**src/rtl/pc_pkg.sv**
```systemverilog
// Shared types and constants for the fetch-stage PC sequencer.
package pc_pkg;

  typedef enum logic [1:0] {
    ST_IDLE  = 2'd0,
    ST_REQ   = 2'd1,
    ST_ISSUE = 2'd2,
    ST_HALT  = 2'd3
  } state_e;

  localparam int unsigned PC_STEP          = 4;
  localparam logic [31:0] DEFAULT_RESET_PC = 32'h0000_0000;

endpackage

```
**src/rtl/pc_next_sel.sv**
```systemverilog
// Next-PC selection: sequential, branch and jump targets combined by a 2:1 mux chain.
module pc_next_sel
  import pc_pkg::*;
#(
  parameter int unsigned PC_W = 32
) (
  input  logic [PC_W-1:0] pc_i,
  input  logic            br_taken_i,
  input  logic [PC_W-1:0] br_offset_i,
  input  logic            jmp_i,
  input  logic [PC_W-1:0] jmp_offset_i,
  output logic [PC_W-1:0] pc_plus4_o,
  output logic [PC_W-1:0] next_pc_o
);

  logic [PC_W-1:0] br_tgt;
  logic [PC_W-1:0] jmp_tgt;
  logic [PC_W-1:0] seq_or_br;

  // Modulo-2^PC_W adds; negative offsets wrap naturally.
  assign pc_plus4_o = pc_i + PC_W'(PC_STEP);
  assign br_tgt     = pc_i + br_offset_i;
  assign jmp_tgt    = pc_i + jmp_offset_i;

  assign seq_or_br  = br_taken_i ? br_tgt  : pc_plus4_o;
  assign next_pc_o  = jmp_i      ? jmp_tgt : seq_or_br;

endmodule

```
**src/rtl/pc_fetch_sequencer.sv**
```systemverilog
// PC register and fetch FSM (IDLE/REQ/ISSUE/HALT).
// Optional alignment trap enabled by defining PC_MISALIGN_TRAP_EN.
module pc_fetch_sequencer
  import pc_pkg::*;
#(
  parameter int unsigned     PC_W     = 32,
  parameter logic [PC_W-1:0] RESET_PC = PC_W'(DEFAULT_RESET_PC)
) (
  input  logic            clk,
  input  logic            rst,
  input  logic            imem_ready,
  input  logic            stall,
  input  logic            br_taken,
  input  logic [PC_W-1:0] br_offset,
  input  logic            jmp,
  input  logic [PC_W-1:0] jmp_offset,
  input  logic            halt,
  output logic [PC_W-1:0] pc,
  output logic [PC_W-1:0] pc_plus4,
  output logic            imem_req,
  output logic            pc_valid,
  output logic            halted,
  output logic            misaligned
);

  state_e          state_q, state_d;
  logic [PC_W-1:0] pc_q, pc_d;
  logic            mis_q, mis_d;
  logic            imem_req_q, pc_valid_q, halted_q;
  logic [PC_W-1:0] next_pc;
  logic [PC_W-1:0] load_pc;
  logic            trap_c;

  pc_next_sel #(
    .PC_W (PC_W)
  ) u_next_sel (
    .pc_i         (pc_q),
    .br_taken_i   (br_taken),
    .br_offset_i  (br_offset),
    .jmp_i        (jmp),
    .jmp_offset_i (jmp_offset),
    .pc_plus4_o   (pc_plus4),
    .next_pc_o    (next_pc)
  );

`ifdef PC_MISALIGN_TRAP_EN
  assign load_pc = next_pc;
  assign trap_c  = |next_pc[1:0];
`else
  // Without the trap, targets are silently word-aligned.
  localparam logic [PC_W-1:0] ALIGN_MASK = ~PC_W'(3);
  assign load_pc = next_pc & ALIGN_MASK;
  assign trap_c  = 1'b0;
`endif

  always_ff @(posedge clk) begin
    if (rst) begin
      state_q    <= ST_IDLE;
      pc_q       <= RESET_PC;
      mis_q      <= 1'b0;
      imem_req_q <= 1'b0;
      pc_valid_q <= 1'b0;
      halted_q   <= 1'b0;
    end else begin
      state_q    <= state_d;
      pc_q       <= pc_d;
      mis_q      <= mis_d;
      imem_req_q <= (state_d == ST_REQ);
      pc_valid_q <= (state_d == ST_ISSUE);
      halted_q   <= (state_d == ST_HALT);
    end
  end

  always_comb begin
    state_d = state_q;
    pc_d    = pc_q;
    mis_d   = mis_q;
    case (state_q)
      ST_IDLE: begin
        state_d = halt ? ST_HALT : ST_REQ;
      end
      ST_REQ: begin
        if (halt) begin
          state_d = ST_HALT;
        end else if (imem_ready) begin
          state_d = ST_ISSUE;
        end
      end
      ST_ISSUE: begin
        // Redirects and halt are only honoured once decode accepts.
        if (!stall) begin
          pc_d    = load_pc;
          state_d = halt ? ST_HALT : ST_REQ;
          if (trap_c) begin
            mis_d   = 1'b1;
            state_d = ST_HALT;
          end
        end
      end
      ST_HALT: begin
        state_d = ST_HALT;
      end
      default: begin
        state_d = ST_IDLE;
      end
    endcase
  end

  assign pc         = pc_q;
  assign imem_req   = imem_req_q;
  assign pc_valid   = pc_valid_q;
  assign halted     = halted_q;
  assign misaligned = mis_q;

endmodule
```
**config.mk**
```make
export PLATFORM = sky130hd
export DESIGN_NAME = pc_fetch_sequencer
export DESIGN_NICKNAME = d
export VERILOG_FILES = /design/src/rtl/pc_pkg.sv /design/src/rtl/pc_next_sel.sv /design/src/rtl/pc_fetch_sequencer.sv
export SDC_FILE = /design/constraint.sdc
export NUM_CORES = 1
export LEC_CHECK = 0
export ABC_AREA = 1
export ABC_CLOCK_PERIOD_IN_PS = 4100
export CAP_MARGIN = 20
export CORE_ASPECT_RATIO = 1.1
export CORE_MARGIN = 2
export CORE_UTILIZATION = 59
export DETAILED_ROUTE_END_ITERATION = 8
export GPL_TIMING_DRIVEN = 0
export PLACE_DENSITY = 0.89
export SLEW_MARGIN = 5
export SYNTH_ARGS = -nofsm -noshare
export SYNTH_HDL_FRONTEND = slang
export SYNTH_HIERARCHICAL = 1
export SYNTH_SLANG_ARGS = --single-unit
```
**constraint.sdc**
```tcl
create_clock -name clk -period 4.1 [get_ports clk]
set_input_delay 0.82 -clock clk [delete_from_list [all_inputs] [get_ports clk]]
set_output_delay 0.82 -clock clk [all_outputs]
set_load 0.05 [all_outputs]
```
==> results.sh, run 1 <==
export IMPL_gp_congestion=1.006
export IMPL_path_clk_slew_ns=0.06
export IMPL_maxSlewHeadroom_pct=55.37
export IMPL_criticalPathCategory="flip-flop to output pin"
export IMPL_vias_per_cell=5.632
export IMPL_area_growth_pct=23.93
export IMPL_num_rows=42
export IMPL_final_antenna_net_count=0
export IMPL_cts_sinks=35
export IMPL_syn_area_um2=7127
export IMPL_cp_max_fo=8
export IMPL_antenna_found_initial=0
export IMPL_critPathLaunch="pc[2]"
export IMPL_drc=0
export IMPL_cts_setup_buffers=0
export IMPL_clock_skew_final_ns=0.004284
export IMPL_critPathTopFamily="buffers and inverters"
export IMPL_synth_avg_cell_area_um2=5.440
export IMPL_power_mw=1.816
export IMPL_critPathRequiredTime_ns=3.28
export IMPL_cp_start_kind="flip-flop"
export IMPL_n_antenna_cell=0
export IMPL_final_max_slew_viol_count=0
export IMPL_cap_violations=0
export IMPL_coreArea_um2=11930
export IMPL_clockRootBuffer="clkbuf_16"
export IMPL_drive_gt1_share_pct=4.247
export IMPL_cp_arrival_ns=2.89
export IMPL_grt_usage_pct=39.44
export IMPL_fp_dieW_um=108.8
export IMPL_setup_tns_ns=0
export IMPL_status="finished clean"
export IMPL_grt_overflow=0
export IMPL_p_leak_nw=4.584
export IMPL_crit_chain="ha_1, nand3_1, inv_1, nand2_1, inv_1, nand4_1, nand2_1, clkdlybuf4s50_1"
export IMPL_r2r_start="pc[12]"
export IMPL_crit_buf_inv=3
export IMPL_cts_hold_buf=0
export IMPL_finalCritPeriodShare_pct=90.44
export IMPL_synth_warning_count=6
export IMPL_vias=9090
export IMPL_holdWs_ns=0.6145
export IMPL_cts_tree="done"
export IMPL_slowest_delay_ns=0.81
export IMPL_cts_buffers_inserted=5
export IMPL_fin_ws_ns=0.3918
export IMPL_cellPowerDensity_nw_per_um2=205.6
export IMPL_cts_path_max_buffers=2
export IMPL_grt_pass1_vias=8453
export IMPL_cts_resized=0
export IMPL_min_from="state_q[0]"
export IMPL_grt_max_degree=11
export IMPL_h_tree_depth=2
export IMPL_initial_utilization_pct=59.74
export IMPL_cp_end_kind="output pin"
export IMPL_wl_um=25980
export IMPL_setup_viol=0
export IMPL_drtIter0Drc=803
export IMPL_routedWlPerCell_um=16.10
export IMPL_clk_latency_ns=0.28
export IMPL_nets=1596
export IMPL_hold_violations=0
export IMPL_layout_commonest_cell="nand2_1"
export IMPL_first_pass_iters=6
export IMPL_tightest_slew_ns=0.6695
export IMPL_synthCells=1310
export IMPL_rsz0062_at_grt="false"
export IMPL_hp_class="flip-flop to flip-flop"
export IMPL_period_needed_ns=3.708
export IMPL_place_ws_ns=0.7566
export IMPL_critPathSlowestCell="clkdlybuf4s50_1"
export IMPL_max_freq_mhz=269.7
export IMPL_grt_first_pass_wirelength_um=40140
export IMPL_die_h_um=119.3
export IMPL_fp_dieArea_um2=12980
export IMPL_layout_common_cells="nand2_1, nor2_1, inv_1"
export IMPL_io_buffers=133
export IMPL_ioPinCount=139
export IMPL_dp_hpwl_um=21660
export IMPL_peakVddDrop_mv=0.2081
==> power breakdown <==
group | switching, mW | internal (mW)
sequential | 0.0561 | 0.362
clock | 0.143 | 0.237
combinational | 0.645 | 0.373
==> registers in the layout, summed over array words and instances (netlist names) <==
| register | cells |
|---|---|
| pc | 30 |
| halted | 1 |
| imem_req | 1 |
| state_q | 2 |
| pc_valid | 1 |
==> final cells by class <==
| class | instances | area (um2) |
|---|---|---|
| multi-input cells | 1093 | 5670 |
| fillers | 1122 | 3097 |
| inverters | 162 | 608.1 |
| repair buffers | 133 | 1331 |
| well taps | 154 | 192.7 |
| clock inverters | 1 | 5.005 |
| flip-flops and latches | 35 | 700.7 |
| clock buffers | 6 | 138.9 |
| plain buffers | 30 | 185.2 |
==> stage by stage <==
stage / area (um2) / util, % / std cells
3_3_place_gp: 8688 / 72.83 / 1607
2_1_floorplan: 7164 / - / 1320
4_1_cts: 8832 / 74.04 / 1614
6_report: 8832 / 74.04 / 1614
5_1_grt: 8832 / 74.04 / 1614
3_5_place_dp: 8688 / 72.83 / 1607
==> final timing paths <==
check,slack (ns),to,cells past startpoint
hold reg to reg,0.61,pc_valid,2
hold / removal,0.61,pc_valid,2
setup reg to reg,1.45,pc[31],13
setup / recovery,0.39,pc_plus4[18],8
==> routing by layer <==
layer  part of all wire [%]  vias up  global-route usage, %
met5                      0        -                      0
met4                    6.5        0                  24.20
met3                    8.1      112                  5.145
met2                     46      480                  66.09
met1                     40     3981                  47.07
li1                       -     4517                      -
==> worst min-delay path, stage by stage (launching register included) <==
cell	delay, ns
dfxtp_1	0.36
nand3_1	0.13
a21oi_1	0.07
Power figures use the tool's default switching activity.
==> inputs of run 2 (changes only) <==
--- a/config.mk
+++ b/config.mk
@@ -13,7 +13,7 @@
 export CORE_UTILIZATION = 59
 export DETAILED_ROUTE_END_ITERATION = 8
 export GPL_TIMING_DRIVEN = 0
-export PLACE_DENSITY = 0.89
+export PLACE_DENSITY_LB_ADDON = 0.3
 export SLEW_MARGIN = 5
 export SYNTH_ARGS = -nofsm -noshare
 export SYNTH_HDL_FRONTEND = slang
==> run 2 against run 1 <==
  * Clock skew is 0.00054 ns higher
  * Critical path depth unchanged
  * Non-clock buffer count unchanged
  * Clock power increased by 5%
  * Flip-flop and latch count did not move
  * Cell area rose by 0.14%
  * Wire length decreased by 0.89%
  * Worst hold slack worse by 0.019 ns
  * First-iteration DRC count up 30%
  * Highest routed layer unchanged
==> results.sh, run 2 (synthesized netlist as in run 1, its figures left out) <==
export IMPL_num_rows=42
export IMPL_max_freq_mhz=267.6
export IMPL_cp_arrival_ns=2.92
export IMPL_grt_pass1_vias=8684
export IMPL_period_needed_ns=3.738
export IMPL_cap_violations=0
export IMPL_coreArea_um2=11930
export IMPL_vias_per_cell=5.731
export IMPL_cts_resized=0
export IMPL_cts_buffers_inserted=5
export IMPL_criticalPathCategory="flip-flop to output pin"
export IMPL_clk_latency_ns=0.28
export IMPL_antenna_found_initial=0
export IMPL_clock_skew_final_ns=0.004828
export IMPL_cts_tree="done"
export IMPL_cp_max_fo=8
export IMPL_die_h_um=119.3
export IMPL_fp_dieArea_um2=12980
export IMPL_critPathRequiredTime_ns=3.28
export IMPL_area_growth_pct=24.10
export IMPL_path_clk_slew_ns=0.06
export IMPL_grt_first_pass_wirelength_um=41120
export IMPL_layout_commonest_cell="nand2_1"
export IMPL_ioPinCount=139
export IMPL_wl_um=25750
export IMPL_first_pass_iters=6
export IMPL_n_antenna_cell=0
export IMPL_drive_gt1_share_pct=4.244
export IMPL_cp_end_kind="output pin"
export IMPL_p_leak_nw=4.589
export IMPL_io_buffers=133
export IMPL_clockRootBuffer="clkbuf_16"
export IMPL_fin_area_um2=8845
export IMPL_rsz0062_at_grt="false"
export IMPL_dp_hpwl_um=21550
export IMPL_largest_reg_flops=30
export IMPL_dpl_cell_area_um2=8688
export IMPL_cts_path_max_buffers=2
export IMPL_drtIter0Drc=1040
export IMPL_setup_tns_ns=0
export IMPL_maxSlewHeadroom_pct=54.80
export IMPL_cp_start_kind="flip-flop"
export IMPL_hp_class="flip-flop to flip-flop"
export IMPL_grt_overflow=0
export IMPL_finalCritPeriodShare_pct=91.16
export IMPL_vias=9255
export IMPL_routedWlPerCell_um=15.94
export IMPL_setup_viol=0
export IMPL_final_antenna_net_count=0
export IMPL_layout_common_cells="nand2_1, nor2_1, inv_1"
export IMPL_gp_congestion=0.9808
export IMPL_cts_sinks=35
export IMPL_grt_usage_pct=40.15
export IMPL_grt_max_degree=11
export IMPL_final_max_slew_viol_count=0
export IMPL_fp_dieW_um=108.8
export IMPL_tightest_slew_ns=0.6719
export IMPL_cts_setup_buffers=0
export IMPL_nets=1596
export IMPL_hold_violations=0
export IMPL_h_tree_depth=2
export IMPL_peakVddDrop_mv=0.1765
export IMPL_status="finished clean"
export IMPL_initial_utilization_pct=59.74
export IMPL_cellPowerDensity_nw_per_um2=207.5
export IMPL_fin_util_pct=74.15
export IMPL_cts_hold_buf=0
export IMPL_drc=0
-- run 2: final cells by class --
class                           count  area (um2)
Clock buffer                        8       156.4
Fill cell                        1079        3084
Buffer                             30       185.2
Tap cell                          154       192.7
Sequential cell                    35       700.7
Multi-Input combinational cell   1093        5670
Inverter                          162       608.1
Timing Repair Buffer              133        1331
-- run 2: critical path: stages (launching register included) --
cell and delay, ns:
dfxtp_1 0.56, ha_1 0.31, nand3_1 0.22, inv_1 0.18
nand2_1 0.14, inv_1 0.15, nand4_1 0.12, nand2_1 0.13
clkdlybuf4s50_1 0.81
-- run 2: path summary, 6_finish.rpt --
| check | cells after the start | slack, ns | start | to |
|---|---|---|---|---|
| setup / recovery | 8 | 0.36 | pc[2] | pc_plus4[18] |
| hold / removal | 2 | 0.60 | state_q[0] | pc_valid |
| setup reg to reg | 16 | 1.45 | pc[14] | pc[31] |
| hold reg to reg | 2 | 0.60 | state_q[0] | pc_valid |
-- run 2: power by group --
group          total, mW  internal, mW  switching [mW]
sequential         0.417         0.362          0.0556
clock              0.399         0.259           0.141
combinational       1.02         0.373           0.645
-- run 2: metal layers --
layer / part of all wire, % / up-vias / GRT usage [%]
met1: 39 / 4146 / 48.88
met4: 5.8 / 0 / 20.27
met3: 8.5 / 104 / 3.996
li1: - / 4520 / -
met2: 47 / 485 / 69.18
met5: 0 / - / 0
-- run 2: stage by stage --
stage	std cells	hold slack, ns	power, mW	setup WS [ns]
floorplan	1320	0.5429	1.092	0.9569
global placement	1607	0.5759	1.399	0.7850
detailed placement	1607	0.5855	1.413	0.7185
CTS	1615	0.5919	1.809	0.4176
global route	1615	0.6354	1.944	0.2239
finish	1615	0.5953	1.836	0.3624
==> inputs of run 3 (changes only) <==
--- a/config.mk
+++ b/config.mk
@@ -7,7 +7,6 @@
 export LEC_CHECK = 0
 export ABC_AREA = 1
 export ABC_CLOCK_PERIOD_IN_PS = 4100
-export CAP_MARGIN = 20
 export CORE_ASPECT_RATIO = 1.1
 export CORE_MARGIN = 2
 export CORE_UTILIZATION = 59
==> results of run 3 <==
No change in the layout: final DEF, timing and power equal those of run 2.
